==> src/rtl/uart_rx.sv <==
// UART receiver: 2-flop synchronized 8N1 deserializer feeding a first-word-fall-through byte FIFO.
// Define UART_RX_PARITY_EN to build the 8E1 variant with a PARITY state and the parity_err flag.
module uart_rx #(
    parameter int DIVISOR = 104,
    parameter int DEPTH   = 16
) (
    input  logic                     ck,
    input  logic                     rst,
    input  logic                     rx,
    input  logic                     rd,
    input  logic                     clr,
    output logic [7:0]               rd_data,
    output logic                     ready,
    output logic [$clog2(DEPTH):0]   count,
    output logic                     frame_err,
    output logic                     overflow,
`ifdef UART_RX_PARITY_EN
    output logic                     parity_err,
`endif
    output logic [2:0]               fsm_state
);

    localparam int AW = $clog2(DEPTH);
    localparam int TW = $clog2(DIVISOR);
    localparam logic [TW-1:0] FULL_BIT = TW'(DIVISOR - 1);
    localparam logic [TW-1:0] HALF_BIT = TW'(DIVISOR / 2 - 1);

    typedef enum logic [2:0] {
        IDLE   = 3'd0,
        START  = 3'd1,
        DATA   = 3'd2,
`ifdef UART_RX_PARITY_EN
        PARITY = 3'd3,
`endif
        STOP   = 3'd4,
        BREAK  = 3'd5
    } state_t;

    state_t        state, state_n;
    logic [TW-1:0] timer, timer_n;
    logic [2:0]    bit_cnt, bit_cnt_n;
    logic [7:0]    shift, shift_n;
    logic          sync1, rxs;
    logic          push, frame_set;
    logic          tick;
`ifdef UART_RX_PARITY_EN
    logic          par_bad, par_bad_n;
    logic          par_set;
`endif

    always_ff @(posedge ck or posedge rst) begin
        if (rst) begin
            sync1 <= 1'b1;
            rxs   <= 1'b1;
        end else begin
            sync1 <= rx;
            rxs   <= sync1;
        end
    end

    assign tick      = (timer == '0);
    assign fsm_state = state;

    // Timer counts down to zero; every expiry lands on the middle of a bit cell.
    always_comb begin
        state_n   = state;
        timer_n   = timer;
        bit_cnt_n = bit_cnt;
        shift_n   = shift;
        push      = 1'b0;
        frame_set = 1'b0;
`ifdef UART_RX_PARITY_EN
        par_bad_n = par_bad;
        par_set   = 1'b0;
`endif
        case (state)
            IDLE: begin
                if (!rxs) begin
                    timer_n = HALF_BIT;
                    state_n = START;
                end
            end
            START: begin
                if (tick) begin
                    if (!rxs) begin
                        timer_n   = FULL_BIT;
                        bit_cnt_n = 3'd0;
                        state_n   = DATA;
                    end else begin
                        state_n = IDLE;
                    end
                end else begin
                    timer_n = timer - TW'(1);
                end
            end
            DATA: begin
                if (tick) begin
                    shift_n = {rxs, shift[7:1]};
                    timer_n = FULL_BIT;
                    if (bit_cnt == 3'd7) begin
                        bit_cnt_n = 3'd0;
`ifdef UART_RX_PARITY_EN
                        state_n   = PARITY;
`else
                        state_n   = STOP;
`endif
                    end else begin
                        bit_cnt_n = bit_cnt + 3'd1;
                    end
                end else begin
                    timer_n = timer - TW'(1);
                end
            end
`ifdef UART_RX_PARITY_EN
            PARITY: begin
                if (tick) begin
                    par_bad_n = (^shift) ^ rxs;
                    par_set   = (^shift) ^ rxs;
                    timer_n   = FULL_BIT;
                    state_n   = STOP;
                end else begin
                    timer_n = timer - TW'(1);
                end
            end
`endif
            STOP: begin
                if (tick) begin
                    if (rxs) begin
`ifdef UART_RX_PARITY_EN
                        push = !par_bad;
`else
                        push = 1'b1;
`endif
                        state_n = IDLE;
                    end else begin
                        frame_set = 1'b1;
                        state_n   = BREAK;
                    end
                end else begin
                    timer_n = timer - TW'(1);
                end
            end
            // A line held low must not be decoded as a stream of 0x00 frames.
            BREAK: begin
                if (rxs) state_n = IDLE;
            end
            default: state_n = IDLE;
        endcase
    end

    always_ff @(posedge ck or posedge rst) begin
        if (rst) begin
            state   <= IDLE;
            timer   <= '0;
            bit_cnt <= 3'd0;
            shift   <= 8'h00;
`ifdef UART_RX_PARITY_EN
            par_bad <= 1'b0;
`endif
        end else begin
            state   <= state_n;
            timer   <= timer_n;
            bit_cnt <= bit_cnt_n;
            shift   <= shift_n;
`ifdef UART_RX_PARITY_EN
            par_bad <= par_bad_n;
`endif
        end
    end

    // FIFO: pointers carry one extra wrap bit so full and empty are distinguishable.
    logic [7:0]  mem [DEPTH];
    logic [AW:0] wr_ptr, rd_ptr;
    logic        full, do_pop, do_push, ovf_set;

    assign count   = wr_ptr - rd_ptr;
    assign ready   = (count != '0);
    assign full    = (count == (AW+1)'(DEPTH));
    assign do_pop  = rd && ready;
    assign do_push = push && (!full || do_pop);
    assign ovf_set = push && full && !do_pop;
    assign rd_data = mem[rd_ptr[AW-1:0]];

    always_ff @(posedge ck or posedge rst) begin
        if (rst) begin
            wr_ptr <= '0;
            rd_ptr <= '0;
            for (int i = 0; i < DEPTH; i++) mem[i] <= 8'h00;
        end else begin
            if (do_push) begin
                mem[wr_ptr[AW-1:0]] <= shift;
                wr_ptr              <= wr_ptr + (AW+1)'(1);
            end
            if (do_pop) rd_ptr <= rd_ptr + (AW+1)'(1);
        end
    end

    // A new error event beats a coincident clear.
    always_ff @(posedge ck or posedge rst) begin
        if (rst) begin
            frame_err  <= 1'b0;
            overflow   <= 1'b0;
`ifdef UART_RX_PARITY_EN
            parity_err <= 1'b0;
`endif
        end else begin
            frame_err  <= frame_set | (frame_err & ~clr);
            overflow   <= ovf_set   | (overflow  & ~clr);
`ifdef UART_RX_PARITY_EN
            parity_err <= par_set   | (parity_err & ~clr);
`endif
        end
    end

endmodule

==> config.mk <==
export PLATFORM = sky130hd
export DESIGN_NAME = uart_rx
export DESIGN_NICKNAME = d
export VERILOG_FILES = /design/src/rtl/uart_rx.sv
export SDC_FILE = /design/constraint.sdc
export NUM_CORES = 1
export LEC_CHECK = 0
export CAP_MARGIN = 20
export CORE_ASPECT_RATIO = 0.8
export CORE_UTILIZATION = 56
export CTS_CLUSTER_DIAMETER = 50
export DETAILED_ROUTE_END_ITERATION = 6
export PLACE_DENSITY = 0.81
export SYNTH_ARGS = -nofsm -noshare
export SYNTH_HDL_FRONTEND = slang
export SYNTH_SLANG_ARGS = --single-unit
==> constraint.sdc <==
create_clock -name ck -period 5 [get_ports ck]
set_input_delay 1 -clock ck [delete_from_list [all_inputs] [get_ports ck]]
set_output_delay 1 -clock ck [all_outputs]
set_load 0.05 [all_outputs]
After elaboration in Yosys (flattened, before gate mapping)
Index checks and enable logic that the tools add are counted.

Flip-flop bits (word level): 163. Bits in latches: 0. RAM bits: 0. Bits in read-only memories: 0. Input port bits: 5. Output and inout port bits: 19. Memories: 0.

$add $sub $neg: 5. Multiply operators: 0. Divide/modulo/power cells: 0. $lt $le $gt $ge: 3. Equality and inequality tests: 15. Shift-type cells: 0. Mux-type cells: 32. Bitwise gates (word level): 7. Reductions and logical operators: 17.

Operators by type and width (number): bitwise mux 128 bit (1); two-way mux 7 bit (5); two-way mux 3 bit (11); binary-select mux 8 bit (select 4 bit) (1); demux 8 bit (select 4 bit) (1); one-hot mux 7 bit (4 select lines) (1); two-way mux 8 bit (3); inequality test 2 bit, second input constant (8); one-hot mux 3 bit (5 select lines) (1); adder 5 x 1 -> 5 bit, second input constant (2); greater-or-equal comparator 5 bit, second input constant (2); NOT 4 -> 5 bit (2); equality test 3 bit, second input constant (3); AND reduction 4 bit (2); logical NOT 7 bit (1); subtractor 7 x 1 -> 7 bit, second input constant (1); two-way mux 1 bit (6); one-hot mux 3 bit (2 select lines) (1); AND reduction 6 bit (1); equality test 5 bit, second input constant (1); logical AND 1 bit (5); less-than comparator 5 x 1 -> 1 bit, second input constant (1); nonzero test 5 bit (1); subtractor 5 bit (1); 14 further kinds (17).

Logic depth before layout (Yosys ltp)
Gate-level depths: netlist of the first run.

Depth in word-level cells: 6. Depth in mapped cells: 10. Gate-level depth less buffers: 8.

Least setup slack after synthesis of the first run
OpenSTA, ideal clock, no wires.

Path kind: reg2out. From: register rd_ptr[2]. To: output ready. Data arrival time: 3.310 ns. Required time: 4.000 ns. Setup slack: 0.690 ns. Stages on the path, launching flop included: 10. Buffers on the path: 3. Cells stage by stage: dfrtp_1 buf_2 clkbuf_1 clkinv_1 ha_1 xnor2_2 nor2_1 mux2i_4 buf_2 or2_2.

Longest elaborated chain between the ends: 2.

RTL lines: start, declared (RTL line 173) `logic [AW:0] wr_ptr, rd_ptr;`; start signal, assigned (RTL line 194) `if (do_pop) rd_ptr <= rd_ptr + (AW+1)'(1);`; subtractor 5 bit (RTL line 176) `assign count = wr_ptr - rd_ptr;`; named net count[2] (RTL line 14) `output logic [$clog2(DEPTH):0] count,`; nonzero test 5 bit (RTL line 177) `assign ready = (count != '0);`; end, declared (RTL line 13) `output logic ready,`.

The timed path passes the listed nets, and every way through them passes these cells.

Worst setup path in the final report of the first run
From: register rd_ptr[1]. To: output ready.

Longest elaborated chain between the ends: 2.

RTL lines (RTL line): subtractor 5 bit (176); nonzero test 5 bit (177).

Every way passes these cells.

==> summary.md, run 1 <==
| Metric | Value |
|---|---|
| TritonCTS clock tree | done |
| Max VDD drop | 0.000248 V |
| 1st-iter DRT viols | ~330 |
| Share of layout cells above drive strength 1 | 40.0% |
| Pre-CTS setup slack | ~1.3 ns |
| Die Wd | 137 microns |
| CP arrival | 3.21 ns |
| Run status | finished clean |
| Worst Setup Slack, final | 0.788 ns |
| Post_cts resized | 0 |
| Avg Cell Area, Syn | 14.1 sq um |
| DP Area | 8630 sq um |
| Cell Pwr Density | 291 nW/um^2 |
| Vias per Instance | 6.26 |
| Crit-path max cell delay | around 0.65 ns |
| Metal3 WL | 1010 microns |
| Fmax | 0.237 GHz |
| Syn nets | 602 |
| Overall power | 2.69 mW |
| Nets | 619 |
| WL per Instance | 21.5 microns |
| Final setup violation count | 0 |
| Detailed Routing Iterations Pass 1 | 5 |
| Clock skew | 0.00995 ns |
| Residual DRC count | 0 |
| Gpl congestion | 0.863 |
| CP endpoint kind | primary output |
| Multi-input gate area | 3940 sq um |
| Critical path cell sequence | buf_4 > clkinv_1 > ha_1 > nand3b_1 > nand2_1 > mux2i_4 > or2_2 > buf_12 |
| Fraction of registers with async set/reset | 100% |
| WL met1 | 7840 microns |
| Top_reg_cell synth | dfrtp_1 |
| Ports | 24 |
| Most frequent cells in the layout | dfrtp_1, mux2_2, nand2_1 |
| Die area | 15200 sq um |
| ANT cells | 0 |
| FF+latch count, synth | 163 |
| Design Area, Final | about 9000 sq um |
| Yosys top cell area share | 49.0% |
| Post-synth EDFFs | 0 |
| Critical path's slowest cell | mux2i_4 |
| Data required, critical path | 4.00 ns |
| Worst-path clk slew | 0.06 ns |
| Met2 wire length | 8100 microns |
| Hold Fails Final Rpt | 0 |
| CTS Buf Count | 17 |
| Initial antenna violation count | 0 |
| Setup TNS | 0 ns |
| Final worst path period share | 84.2% |
| Post-CTS setup buffers | 0 |
| YS warnings | 0 |
| Relative max-transition margin | a little under two fifths |
| Starting density of the core | 57.5% |
| Max clock buf depth | 2 |
| Synth area leaders | dfrtp_1, mux2_2, mux4_2 |
| Post-detail-place hpwl | 11600 microns |
| Cell taking the most area after synthesis | dfrtp_1 |
| Max Used Layer | met4 |
| Register area share after synthesis | ~50% |
| Most common cell after layout, fill and taps aside | dfrtp_1 |
| CP Launch Type | flip-flop |
| Leakage | between 4 and 5 nW |
| Port bufs | 23 |
| Sequential cell area | 4080 sq um |
| Hold_buf cts | 0 |
| Synth Cell Area | 8210 sq um |
| Core area | 14300 sq um |
| Crit Path Max Fanout | 29 |
| Min Hold Slack | 0.354 ns |
| Root Driver | clkbuf_16 |
| Clock Latency Late Sink | 0.43 ns |
| Clock Sink Count | 163 |
| Die H | around 110 microns |
| Detail Route Antenna Nets | 0 |
| Via count | 4990 |
| Detailed Route WL | 17100 microns |
| WS Path Type | reg2out |
| First-pass GRT wire length | 27800 microns |
| Hold Path Class | reg2reg |
| GRT Total Usage | about 25% |
| Largest net degree at the start of global routing | 70 |
| RSZ-0062 raised after global routing | false |
| FP Rows | 39 |
| FILL cells | approximately 1.0k |
| Syn Inst Count | between 500 and 600 |
| Grt ovf | 0 |
| Unique masters post-synth | 57 |
| Layout Area Growth over Synthesis | 12.5% |
| Worst slew pin tran | 0.908 ns |
| Fin crit period | between 4 and 5 ns |
| Vias in the first global route | 5187 |
| H-tree levels | 4 |
| Max-cap check violation count | 0 |
| Final Max Slew Viols | 0 |
## final cells by class
type                    instances  share of cell area [%]
clock inverters                12                    1.53
inverters                      14                   0.609
clock buffers                  20                    5.05
multi-input cells             373                    42.6
flip-flops and latches        163                    44.2
repair buffers                 31                    3.49
well taps                     184                    2.49
## routing by layer
layer,GRT usage [%],vias to the layer above
met5,0,-
met2,38.9,128
met1,35.5,2653
met4,7.93,0
li1,-,2197
met3,6.36,12
## worst max-delay path, delay by kind of cell (launching register included)
kind,cells,cell delay (ns)
buffers and inverters,3,0.91
multiplexers,1,0.65
AND/OR/NAND/NOR,3,0.49
adder cells (fa/ha/maj),1,0.40
flip-flops,1,0.32
## worst paths after layout
check | start | to | slack [ns] | depth (start not counted)
worst max register to register | wr_ptr[0] | mem[73] | 1.27 | 9
worst max-delay path | rd_ptr[1] | ready | 0.79 | 8
min in group asynchronous | rst | timer[1] | 1.11 | 2
worst min register to register | sync1 | rxs | 0.35 | 0
max in group asynchronous | rst | mem[46] | 3.06 | 3
worst min-delay path | sync1 | rxs | 0.35 | 0
## synth_stat cells, types with 10 or more instances
cell type / instances
dfrtp_1: 161
mux2_2: 138
nand2_1: 40
mux4_2: 32
clkbuf_1: 19
nor2_1: 19
o2111ai_4: 16
ha_1: 13
inv_1: 12
a31oi_1: 11
and3_1: 10
xnor2_1: 10
## power breakdown
| part | leakage [nW] | switching, mW | total, mW | internal [mW] |
|---|---|---|---|---|
| Clock | 0.294 | 0.546 | 1.33 | 0.784 |
| Combinational | 1.63 | 0.0287 | 0.0361 | 0.00737 |
| Sequential | 2.25 | 0.00108 | 1.32 | 1.32 |
## cell families after synthesis
group	share of synthesized area (%)
flops	49.7
buf+inv	2.50
mux	28.1
simple gates	6.58
xor+xnor	1.80
fa+ha+maj	2.22
compound gates	9.12
## flip-flops by register name, summed over array words and instances, names as in the netlist
name       cells
sync1          1
shift          8
wr_ptr         5
overflow       1
rxs            1
rd_ptr         5
frame_err      1
mem          128
bit_cnt        3
timer          7
fsm_state      3
## stage by stage
stage                     util [%]  cells
after floorplan                  -    583
after global placement        60.4    765
after detailed placement      60.4    765
after CTS                     64.6    797
after global routing          64.6    797
final                         64.6    797
Power figures use the tool's default switching activity.
==> run 2: changes to the inputs <==
Settings changed: CORE_UTILIZATION 56 to 62, PLACE_DENSITY 0.81 to 0.85.
Clock period 5 ns to 4 ns, I/O delays scaled along.
==> run 2 against run 1 <==
  * Global-route usage increased by 3.3 points
  * Sequential share of layout area down 0.30 points
  * Die area shrank 9.5%
  * Clock power increased by 20%
  * Cell count is 0.88% lower
  * Routed wire length is 1.9% higher
  * Design area up 0.68%
  * Setup slack got worse by 0.56 ns
  * Total power up 22%
  * Sequential power grew 25%
  * Worst hold slack better by 0.0047 ns
  * Largest power group is now sequential cells
==> summary.md, run 2 (synthesized netlist as in run 1, its figures left out) <==
| Metric | Value |
|---|---|
| Crit Path Max Fanout | 24 (-17%) |
| Grt ovf | 0 (unchanged) |
| Port bufs | 23 (unchanged) |
| Worst-path clk slew | 0.06 ns (about the same) |
| WS Path Type | reg2out |
| Share of layout cells above drive strength 1 | 40.7% (+0.68 points) |
| Max-cap check violation count | 0 (unchanged) |
| Residual DRC count | 0 (unchanged) |
| Die Wd | 131 microns (-4.9%) |
| Run status | finished clean |
| Pre-CTS setup slack | 0.546 ns (-0.720 ns) |
| Hold Fails Final Rpt | 0 (unchanged) |
| Via count | 5018 (+0.56%) |
| Leakage | 4.21 nW (+0.61%) |
| Post-detail-place hpwl | 11500 microns (-1.3%) |
| Crit-path max cell delay | 0.75 ns (+0.10 ns) |
| Fin crit period | 3.77 ns |
| CTS Buf Count | 17 (unchanged) |
| Layout Area Growth over Synthesis | 13.3% |
| Biggest regs | mem (128), shift (8), timer (7) |
| Reg2Reg Capture Point | mem[49] |
| Detailed Route WL | 17500 microns (+1.9%) |
| Number of placed cells counting well taps | 759 (-0.78%) |
| Hold path endpoint | rxs |
| Core area | 12900 sq um (-10%) |
| Root Driver | clkbuf_16 |
| CP endpoint kind | primary output |
| Hold Path Class | reg2reg |
| Most common cell after layout, fill and taps aside | dfrtp_1 |
| Most frequent cells in the layout | dfrtp_1, mux2_2, nand2_1 |
| Worst Setup Slack, final | 0.233 ns (-0.555 ns) |
| Clock Sink Count | 163 (unchanged) |
| Ports | 24 (unchanged) |
| Hold Path Stages | 0 (unchanged) |
| WL per Instance | 22.1 microns (+2.8%) |
| Setup TNS | 0 ns (unchanged) |
| GRT Total Usage | 28.6% (+3.3 points) |
| First-pass GRT wire length | 28600 microns (+2.8%) |
| FP Rows | 37 (-5.1%) |
| CP Launch Type | flip-flop |
| CP arrival | 2.97 ns (-0.24 ns) |
| Post-CTS setup buffers | 0 (unchanged) |
| Max FFs per register | 128 (unchanged) |
| Design Area, Final | 9300 sq um (+0.68%) |
| 1st-iter DRT viols | 437 (+33%) |
| Final Util | 72.3% (+7.7 points) |
| Critical path's slowest cell | clkdlybuf4s50_1 |
| TritonCTS clock tree | done |
| Gpl congestion | 0.877 (+1.6%) |
| Starting density of the core | 63.8% (+6.4 points) |
| Max VDD drop | 0.000328 V (+32%) |
| Min Hold Slack | 0.359 ns (+0.00467 ns) |
| DP Area | 8720 sq um (+1.0%) |
| Final Non-Filler Cells | 790 (-0.88%) |
| Final worst path period share | 94.2% |
| Data required, critical path | 3.20 ns (-0.80 ns) |
| R2R depth | 8 (-1) |
| Clock Latency Late Sink | 0.44 ns (about the same) |
| Clock skew | 0.00872 ns (-0.00123 ns) |
| Critical path cell sequence | buf_12 > mux4_2 > nand2_1 > and3_1 > a31oi_1 > clkdlybuf4s50_1 |
| Detail Route Antenna Nets | 0 (unchanged) |
| Nets | 622 (+0.48%) |
| Worst slew pin tran | 0.875 ns (-0.0321 ns) |
| Final Max Slew Viols | 0 (unchanged) |
| Vias in the first global route | 5373 (+3.6%) |
| Initial antenna violation count | 0 (unchanged) |
| Largest net degree at the start of global routing | 85 (+21%) |
| Worst R2R Setup Slack | 0.81 ns (-0.46 ns) |
| Detailed Routing Iterations Pass 1 | 4 (-1) |
| Relative max-transition margin | 41.6% (+3.4 points) |
| Die area | 13700 sq um (-9.5%) |
| Die H | 105 microns (-4.9%) |
| Max clock buf depth | 2 (unchanged) |
| Vias per Instance | 6.35 (+1.5%) |
| ANT cells | 0 (unchanged) |
| Top reg by flops | mem |
| H-tree levels | 4 (unchanged) |
| Overall power | 3.29 mW (+22%) |
| Sequential cell area | 4080 sq um (unchanged) |
| RSZ-0062 raised after global routing | false |
| Cell Pwr Density | 353 nW/um^2 (+22%) |
| FILL cells | 820 (-18%) |
| FF-to-FF Start | rd_ptr[0] |
| Final setup violation count | 0 (unchanged) |
| Fmax | 0.265 GHz |
| Hold Startpoint | sync1 |
| Multi-input gate area | 3960 sq um (+0.57%) |
## run 2: worst max path at each step
| stage | slack, ns | cells after the start | start | end |
|---|---|---|---|---|
| floorplan | 0.07 | 9 | rd_ptr[2] | ready |
| global placement | 0.64 | 7 | rd_ptr[0] | ready |
| detailed placement | 0.55 | 7 | rd_ptr[0] | ready |
| CTS | 0.07 | 7 | rd_ptr[0] | ready |
| global route | 0.1 | 6 | rd_ptr[0] | rd_data[7] |
| finish | 0.23 | 6 | rd_ptr[0] | rd_data[7] |
## run 2: power by group
group          internal (mW)  switching (mW)  leakage [nW]
registers               1.65         0.00133          2.25
clock network          0.926           0.666         0.277
logic                0.00844          0.0358          1.67
total                   2.58           0.703          4.21
## run 2: worst max-delay path: cells and delay by family (launching register included)
family          cells  cell delay (ns)
buf+inv             2             1.03
flops               1             0.62
mux                 1             0.53
simple gates        2             0.26
compound gates      1             0.06
## run 2: per-layer routing
layer / vias to the layer above / global-route usage (%) / routed length [microns]
met4: 0 / 11.3 / 267
met1: 2641 / 41.1 / 8030
met5: - / 0 / 0
met3: 32 / 6.25 / 657
li1: 2221 / - / -
met2: 124 / 42.6 / 8510
## run 2: final cells by class
type,count,area share (%)
clock buffer,22,5.20
clock inverter,9,1.02
inverter,14,0.605
multi-input combinational,373,42.6
sequential,163,43.9
tap,175,2.35
timing repair buffer,34,4.33
## run 2: timing repair
action / 4_1_cts / 5_1_grt
hold endpoints to repair: 0 / 0
endpoints found under the setup margin: 0 / 1
hold buffers: 0 / 0
resized for setup: 0 / 1
==> run 3: changes to the inputs <==
Settings changed: REMOVE_ABC_BUFFERS from default to 1.
==> run 3 against run 2 <==
  * Non-clock buffer count is 2 higher
  * Largest power group is now clock
  * Via count is 2.1% higher
  * Clock power is 12% higher
  * Worst hold slack better by 0.0049 ns
  * Routed wire length is 3.3% higher
  * Critical path depth stayed put
  * Largest cell class unchanged
==> summary.md, run 3 (synthesized netlist as in run 1, its figures left out) <==
| Metric | Value |
|---|---|
| Relative max-transition margin | 41.9% (+0.30 points) |
| FILL cells | 829 (+1.1%) |
| Max FFs per register | 128 (unchanged) |
| Initial antenna violation count | 0 (unchanged) |
| Max VDD drop | 0.000419 V (+28%) |
| CP Launch Type | flip-flop |
| Sw frac | 21.7% (+0.31 points) |
| Hold Path Class | reg2reg |
| Flop pwr share | 47.5% (-2.7 points) |
| Largest net degree at the start of global routing | 87 (+2.4%) |
| Most common cell after layout, fill and taps aside | dfrtp_1 |
| CTS Buf Count | 17 (unchanged) |
| Cell internal pwr | 2.73 mW (+5.4%) |
| Max-cap check violation count | 0 (unchanged) |
| Comb power frac | 1.3% (about the same) |
| Run status | finished clean |
| Critical path's slowest cell | clkdlybuf4s50_1 |
| Nets | 624 (+0.32%) |
| Leakage | 4.24 nW (+0.84%) |
| Layout Area Growth over Synthesis | 13.6% |
| H-tree levels | 4 (unchanged) |
| Residual DRC count | 0 (unchanged) |
| Final setup violation count | 0 (unchanged) |
| Die area | 13700 sq um (unchanged) |
| Clock Latency Late Sink | 0.44 ns (about the same) |
| Detailed Route WL | 18000 microns (+3.3%) |
| Port bufs | 23 (unchanged) |
| Gpl congestion | 0.938 (+6.9%) |
| Worst-path clk slew | 0.06 ns (about the same) |
| Detail Route Antenna Nets | 0 (unchanged) |
| Detailed Routing Iterations Pass 1 | 5 (+1) |
| ANT cells | 0 (unchanged) |
| TritonCTS clock tree | done |
| 1st-iter DRT viols | 421 (-3.7%) |
| Die H | 105 microns (unchanged) |
| Root Driver | clkbuf_16 |
| Via count | 5125 (+2.1%) |
| Vias in the first global route | 5220 (-2.8%) |
| Share of layout cells above drive strength 1 | 40.9% (+0.29 points) |
| Data required, critical path | 3.20 ns (about the same) |
| Most frequent cells in the layout | dfrtp_1, mux2_2, nand2_1 |
| Ports | 24 (unchanged) |
| Worst Setup Slack, final | 0.222 ns (-0.0102 ns) |
| Post-detail-place hpwl | 11600 microns (+1.5%) |
| Fmax | 0.265 GHz (-0.27%) |
| NetSw | 0.755 mW (+7.3%) |
| GRT Total Usage | 29.1% (+0.52 points) |
| RSZ-0062 raised after global routing | false |
| Clock skew | 0.00787 ns (-0.000852 ns) |
| Final Max Slew Viols | 0 (unchanged) |
| Fin crit period | 3.78 ns (+0.0102 ns) |
| Vias per Instance | 6.46 (+1.7%) |
| CP endpoint kind | primary output |
| Cell Pwr Density | 373 nW/um^2 (+5.5%) |
| Biggest regs | mem (128), shift (8), timer (7) |
| Pre-CTS setup slack | 0.539 ns (-0.00708 ns) |
| Setup TNS | 0 ns (unchanged) |
| Hold_buf cts | 0 (unchanged) |
| First-pass GRT wire length | 28800 microns (+0.70%) |
| Die Wd | 131 microns (unchanged) |
| Core area | 12900 sq um (unchanged) |
| Final Util | 72.5% (+0.23 points) |
| Hold Fails Final Rpt | 0 (unchanged) |
| Max clock buf depth | 2 (unchanged) |
| WS Path Type | reg2out |
| Final worst path period share | 94.4% (+0.26 points) |
| Starting density of the core | 63.8% (unchanged) |
| Grt ovf | 0 (unchanged) |
| Clock Sink Count | 163 (unchanged) |
| Critical path cell sequence | buf_4 > mux4_2 > nand2_1 > and3_1 > a31oi_1 > clkdlybuf4s50_1 |
| Top reg by flops | mem |
| Worst slew pin tran | 0.871 ns (-0.00456 ns) |
| FP Rows | 37 (unchanged) |
| Clk network pwr share | 51.3% (+2.9 points) |
| Crit-path max cell delay | 0.73 ns (-0.02 ns) |
| Crit Path Max Fanout | 21 (-13%) |
| WL per Instance | 22.7 microns (+2.9%) |
| CP arrival | 2.98 ns (about the same) |
==> run 3: worst paths after layout <==
kind                              end  startpoint  depth (start not counted)  slack (ns)
max                        rd_data[0]   rd_ptr[0]                          6        0.22
min                               rxs       sync1                          0        0.36
max reg2reg                    mem[1]   rd_ptr[2]                          9        0.66
min reg2reg                       rxs       sync1                          0        0.36
max in group asynchronous     mem[80]         rst                          3        2.35
min in group asynchronous    mem[127]         rst                          2        0.90
==> run 3: per-layer routing <==
| layer | vias to the layer above | GRT usage (%) | wire (microns) |
|---|---|---|---|
| li1 | 2228 | - | - |
| met1 | 2696 | 41.2 | 7940 |
| met2 | 168 | 42.7 | 8650 |
| met3 | 33 | 8.60 | 1090 |
| met4 | 0 | 10.8 | 358 |
| met5 | - | 0 | 0 |
==> run 3: cell type report <==
type	count	area, sq um	area share, %
Clock buffer	17	425	4.56
Sequential cell	163	4090	43.8
Inverter	14	57.6	0.617
Clock inverter	15	221	2.37
Multi-Input combinational cell	373	3950	42.3
Timing Repair Buffer	36	380	4.08
Tap cell	175	219	2.35
==> run 3: power groups by stage <==
| stage | logic [mW] | registers, mW | clock network [mW] |
|---|---|---|---|
| floorplan | 0.0270 | 1.68 | 0 |
| global placement | 0.0447 | 1.68 | 0 |
| detailed placement | 0.0463 | 1.68 | 0 |
| CTS | 0.0468 | 1.65 | 1.80 |
| global route | 0.0515 | 1.65 | 1.87 |
| finish | 0.0444 | 1.65 | 1.78 |
==> run 3: timing repair <==
item                                   4_1_cts  5_1_grt
endpoints found under the hold margin        0        0
setup buffers                                0        0
setup endpoints to repair                    0        3
resized for setup                            0        2
==> run 3: stage by stage <==
stage               area (sq um)  hold slack [ns]  instances  power (mW)
floorplan                   8060            0.345        550        1.71
global route                9330            0.371        793        3.57
finish                      9330            0.364        793        3.48
detailed placement          8680            0.354        761        1.73
CTS                         9330            0.364        793        3.50
global placement            8680            0.348        761        1.73
==> run 3: worst max-delay path, delay by kind of cell, from the launching register on <==
kind | cells | cell delay (ns)
simple gates | 2 | 0.26
flops | 1 | 0.66
mux | 1 | 0.51
buf+inv | 2 | 1.04
compound gates | 1 | 0.05
